[src/rtl/univ_shift_reg_pkg.sv]
// univ_shift_reg_pkg: operating-mode encoding shared by the universal shift register and its bit cells.
// Rev 1.0
`default_nettype none

package univ_shift_reg_pkg;

   typedef enum logic [1:0] {
      MODE_HOLD = 2'b00,
      MODE_SHR  = 2'b01,
      MODE_SHL  = 2'b10,
      MODE_LOAD = 2'b11
   } mode_t;

endpackage

`default_nettype wire

[src/rtl/shift_reg_cell.sv]
// shift_reg_cell: one register bit, sync-reset DFF with hold / from-higher / from-lower / load mux.
// Rev 1.0
`default_nettype none

module shift_reg_cell
   import univ_shift_reg_pkg::*;
(
   input  logic  clk,
   input  logic  reset,
   input  mode_t sel,
   input  logic  from_hi,
   input  logic  from_lo,
   input  logic  load_bit,
   output logic  q
);

   always_ff @(posedge clk) begin
      if (reset) begin
         q <= 1'b0;
      end else begin
         case (sel)
            MODE_HOLD: q <= q;
            MODE_SHR:  q <= from_hi;
            MODE_SHL:  q <= from_lo;
            MODE_LOAD: q <= load_bit;
            default:   q <= q;
         endcase
      end
   end

endmodule

`default_nettype wire

[src/rtl/univ_shift_reg.sv]
// univ_shift_reg: parametrised bidirectional shift register with parallel load, shift counter and word pulse.
// Optional macro UNIV_SHIFT_REG_ROTATE_EN adds a rotate input.  Rev 1.0
`default_nettype none

module univ_shift_reg
   import univ_shift_reg_pkg::*;
#(
   parameter  int WIDTH = 8,
   localparam int CNT_W = $clog2(WIDTH) + 1
) (
   input  logic             clk,
   input  logic             reset,
`ifdef UNIV_SHIFT_REG_ROTATE_EN
   input  logic             rotate,
`endif
   input  logic             en,
   input  logic [1:0]       mode,
   input  logic             sin_msb,
   input  logic             sin_lsb,
   input  logic [WIDTH-1:0] par_in,
   output logic [WIDTH-1:0] par_out,
   output logic             sout_lsb,
   output logic             sout_msb,
   output logic [CNT_W-1:0] shift_cnt,
   output logic             word_done
);

   localparam logic [CNT_W-1:0] CNT_LAST = CNT_W'(WIDTH - 1);

   mode_t            eff_mode;
   logic [WIDTH-1:0] q;
   logic             ser_r;
   logic             ser_l;
   logic [WIDTH:0]   hi_chain;
   logic [WIDTH:0]   lo_chain;

   assign eff_mode = en ? mode_t'(mode) : MODE_HOLD;

`ifdef UNIV_SHIFT_REG_ROTATE_EN
   assign ser_r = rotate ? q[0]       : sin_msb;
   assign ser_l = rotate ? q[WIDTH-1] : sin_lsb;
`else
   assign ser_r = sin_msb;
   assign ser_l = sin_lsb;
`endif

   // Padded neighbour chains: bit i takes hi_chain[i+1] on right shift, lo_chain[i] on left shift.
   assign hi_chain = {ser_r, q};
   assign lo_chain = {q, ser_l};

   for (genvar i = 0; i < WIDTH; i++) begin : g_cell
      shift_reg_cell u_cell (
         .clk      (clk),
         .reset    (reset),
         .sel      (eff_mode),
         .from_hi  (hi_chain[i+1]),
         .from_lo  (lo_chain[i]),
         .load_bit (par_in[i]),
         .q        (q[i])
      );
   end

   always_ff @(posedge clk) begin
      if (reset) begin
         shift_cnt <= '0;
         word_done <= 1'b0;
      end else begin
         word_done <= 1'b0;
         case (eff_mode)
            MODE_LOAD: shift_cnt <= '0;
            MODE_SHR, MODE_SHL: begin
               if (shift_cnt == CNT_LAST) begin
                  shift_cnt <= '0;
                  word_done <= 1'b1;
               end else begin
                  shift_cnt <= shift_cnt + 1'b1;
               end
            end
            default: shift_cnt <= shift_cnt;
         endcase
      end
   end

   assign par_out  = q;
   assign sout_lsb = q[0];
   assign sout_msb = q[WIDTH-1];

endmodule

`default_nettype wire
[config.mk]
export PLATFORM = sky130hd
export DESIGN_NAME = univ_shift_reg
export DESIGN_NICKNAME = d
export VERILOG_FILES = /design/src/rtl/univ_shift_reg_pkg.sv /design/src/rtl/shift_reg_cell.sv /design/src/rtl/univ_shift_reg.sv
export SDC_FILE = /design/constraint.sdc
export NUM_CORES = 1
export LEC_CHECK = 0
export ABC_CLOCK_PERIOD_IN_PS = 1500
export CAP_MARGIN = 20
export CORE_MARGIN = 5
export CORE_UTILIZATION = 43
export CTS_CLUSTER_DIAMETER = 80
export DETAILED_ROUTE_END_ITERATION = 6
export PLACE_DENSITY = 0.78
export SLEW_MARGIN = 20
export SYNTH_ARGS = -nofsm -noshare
export SYNTH_HDL_FRONTEND = slang
export SYNTH_SLANG_ARGS = --single-unit
export TNS_END_PERCENT = 1
[constraint.sdc]
create_clock -name clk -period 1.5 [get_ports clk]
set_input_delay 0.3 -clock clk [delete_from_list [all_inputs] [get_ports clk]]
set_output_delay 0.3 -clock clk [all_outputs]
set_load 0.05 [all_outputs]
==> impl_metrics.json <==
{
  "status": "complete, no violations",
  "grt_use_met1": 0.232,
  "final_cell_mix": "16 x a21oi_1, 15 x buf_12, 13 x dfxtp_1",
  "n_antenna_cell": 0,
  "cts_buffers": 3,
  "final_common_cell": "a21oi_1",
  "max_stage_delay_ns": 0.31,
  "synth-seq-cells": 13,
  "fmax_mhz": 711,
  "layout.cells.non_filler": 148,
  "crit_path_max_fanout": 8,
  "drt-total-wl_um": 2230,
  "grt_pass1_wl_um": 3820,
  "drt_iter0_drc": 5,
  "worst_slew_pin_slew_ns": 0.276,
  "wl_per_cell_um": 15.0,
  "use_met3": 0.0332,
  "ant_nets": 0,
  "power_leakage_uw": 0.000489,
  "rows": 15,
  "cts_hold_buf": 0,
  "relSlewSlack": 0.816,
  "fin_skew_ns": 0.00181,
  "crit_family": "compound AO/OA/AOI/OAI gates",
  "clk_path_buf_depth": 2,
  "clk_pin_slew_ns": 0.08,
  "syn_area_um2": 821,
  "grt_pass1_vias": 816,
  "ys_types": 22,
  "die_area_um2": 2880,
  "cts_max_level": 1,
  "clock-sinks": 13,
  "endpoint_kind": "flip-flop",
  "overflow": 0,
  "min_period_over_period": 0.938,
  "crit_type": "in -> reg",
  "setup_viol": 0,
  "grt_antenna_before_repair": 0,
  "yosys_warnings": 0,
  "busiest_layer": "met2",
  "met2_usage": 0.300,
  "place_inst": 144,
  "finalNetCount": 143,
  "maxCapViolations": 0,
  "worstPathArrival_ns": 1.62,
  "io_pins": 30,
  "start_util": 0.465,
  "vias": 826,
  "cp-start-kind": "input pin",
  "finalHoldViolCount": 0,
  "track_usage": 0.181,
  "nFillCells": 138,
  "min_period_ns": 1.41,
  "grt_max_degree": 14,
  "dpl_cell_area_um2": 1250,
  "drive_gt1_frac": 0.309,
  "place_hpwl_um": 1610,
  "root_buffer": "clkbuf_4",
  "clk_latency_ns": 0.27,
  "synth_cells": 95,
  "syn_nets": 114,
  "crit_slowest_cell": "a211o_1",
  "die-width_um": 53.7,
  "drv_slew": 0,
  "ys_seq_area_frac": 0.317,
  "avgViaCountPerCell": 5.58,
  "cp_cell_sequence": "dlygate4sd2_1, buf_4, nand2_8, inv_6, ha_4, a22oi_1, a211o_1, a21oi_2",
  "rsz0062_at_grt": "false",
  "critPathBufInv": 3,
  "place_congestion": 0.806,
  "fin_tns_setup_ns": 0,
  "core_area_um2": 1760,
  "final_cell_area_um2": 1330,
  "cts_tree": "yes",
  "portBuffers": 29,
  "die_h_um": 53.7,
  "hp-class": "reg -> reg",
  "syn_to_final_growth_pct": 61.9,
  "avgSynthCellArea_um2": 8.64,
  "route.detailed.drc": 0,
  "drt-pass1-iter-count": 4,
  "worstPathRequired_ns": 1.71,
  "irDropWorstVdd_mv": 0.499,
  "powerDensity_nw_per_um2": 681,
  "post-cts-setup-buffers": 0
}
[through the flow]
step	hold WS (ns)	utilization	total power, uW	setup WS [ns]
after detailed placement	0.528	0.706	675	-0.524
after global placement	0.525	0.706	669	-0.463
after floorplan	0.362	-	546	0.110
after CTS	0.540	0.747	907	0.000387
after global routing	0.570	0.753	944	0.0114
final	0.543	0.753	905	0.0933
[sequential cells by signal (all words and copies together) (netlist names)]
register and flops:
word_done 1, g_cell.u_cell.q 8, shift_cnt 4
[kinds of logic (layout without fill, tap and decap cells)]
logic type,count (synthesis),count (layout),synth area share
AOI/OAI and AO/OA,37,37,0.296
adders and majority gates,4,4,0.0610
buffers and inverters,17,45,0.163
DFF,13,13,0.317
and+or+nand+nor,24,24,0.163
[path summary, 6_finish.rpt]
check	slack [ns]	from	depth (start not counted)	end
max	0.09	en	8	g_cell[2].u_cell.q
min	0.54	g_cell[6].u_cell.q	2	g_cell[6].u_cell.q
max reg2reg	0.40	shift_cnt[0]	3	word_done
min reg2reg	0.54	g_cell[6].u_cell.q	2	g_cell[6].u_cell.q
[routing by layer]
| metal | share of wire | wire length [um] | up-vias |
|---|---|---|---|
| li1 | - | - | 392 |
| met1 | 0.44 | 978 | 401 |
| met2 | 0.49 | 1090 | 27 |
| met3 | 0.050 | 112 | 6 |
| met4 | 0.018 | 39 | 0 |
| met5 | 0 | 0 | - |
[worst reg2reg max path, cell delays in order, from the launching register on]
cell and delay, ns:
dfxtp_1 0.45, ha_1 0.25, nand3b_1 0.12, nor3b_1 0.20
[what timing repair did]
| action | 4_1_cts | 5_1_grt |
|---|---|---|
| pin swaps | 0 | 2 |
| gates resized for setup | 10 | 4 |
| endpoints found under the setup margin | 12 | 8 |
[final cells by class]
class,count,area [um2],area share
multi-input combinational,65,483,0.363
timing repair buffer,39,515,0.388
tap,25,31.3,0.0235
sequential,13,260,0.196
inverter,2,12.5,0.00942
clock buffer,4,26.3,0.0198
[cell usage after synthesis]
| cell type | count | share of area |
|---|---|---|
| o21ai_0 | 1 | 0.0061 |
| buf_4 | 9 | 0.082 |
| a31oi_1 | 1 | 0.0076 |
| clkbuf_1 | 1 | 0.0046 |
| nor2_1 | 2 | 0.0091 |
| nor2b_1 | 2 | 0.015 |
| dfxtp_1 | 13 | 0.32 |
| buf_2 | 1 | 0.0061 |
| nand2_8 | 1 | 0.024 |
| buf_6 | 4 | 0.055 |
| inv_6 | 1 | 0.011 |
| inv_1 | 1 | 0.0046 |
| a211o_1 | 8 | 0.085 |
| a21oi_2 | 1 | 0.011 |
| nand4bb_1 | 1 | 0.014 |
| nand3b_1 | 2 | 0.018 |
| a21oi_1 | 17 | 0.10 |
| nand2_1 | 12 | 0.055 |
| nor3b_1 | 1 | 0.0091 |
| ha_1 | 4 | 0.061 |
| nand3_1 | 3 | 0.018 |
| a22oi_1 | 9 | 0.082 |
[power breakdown]
group / switching, uW / leakage (uW) / internal [uW]
sequential: 23.2 / 0.000106 / 358
clock: 116 / 0.0000150 / 103
combinational: 147 / 0.000368 / 157
Note: power is estimated with default switching activity, not from simulation.
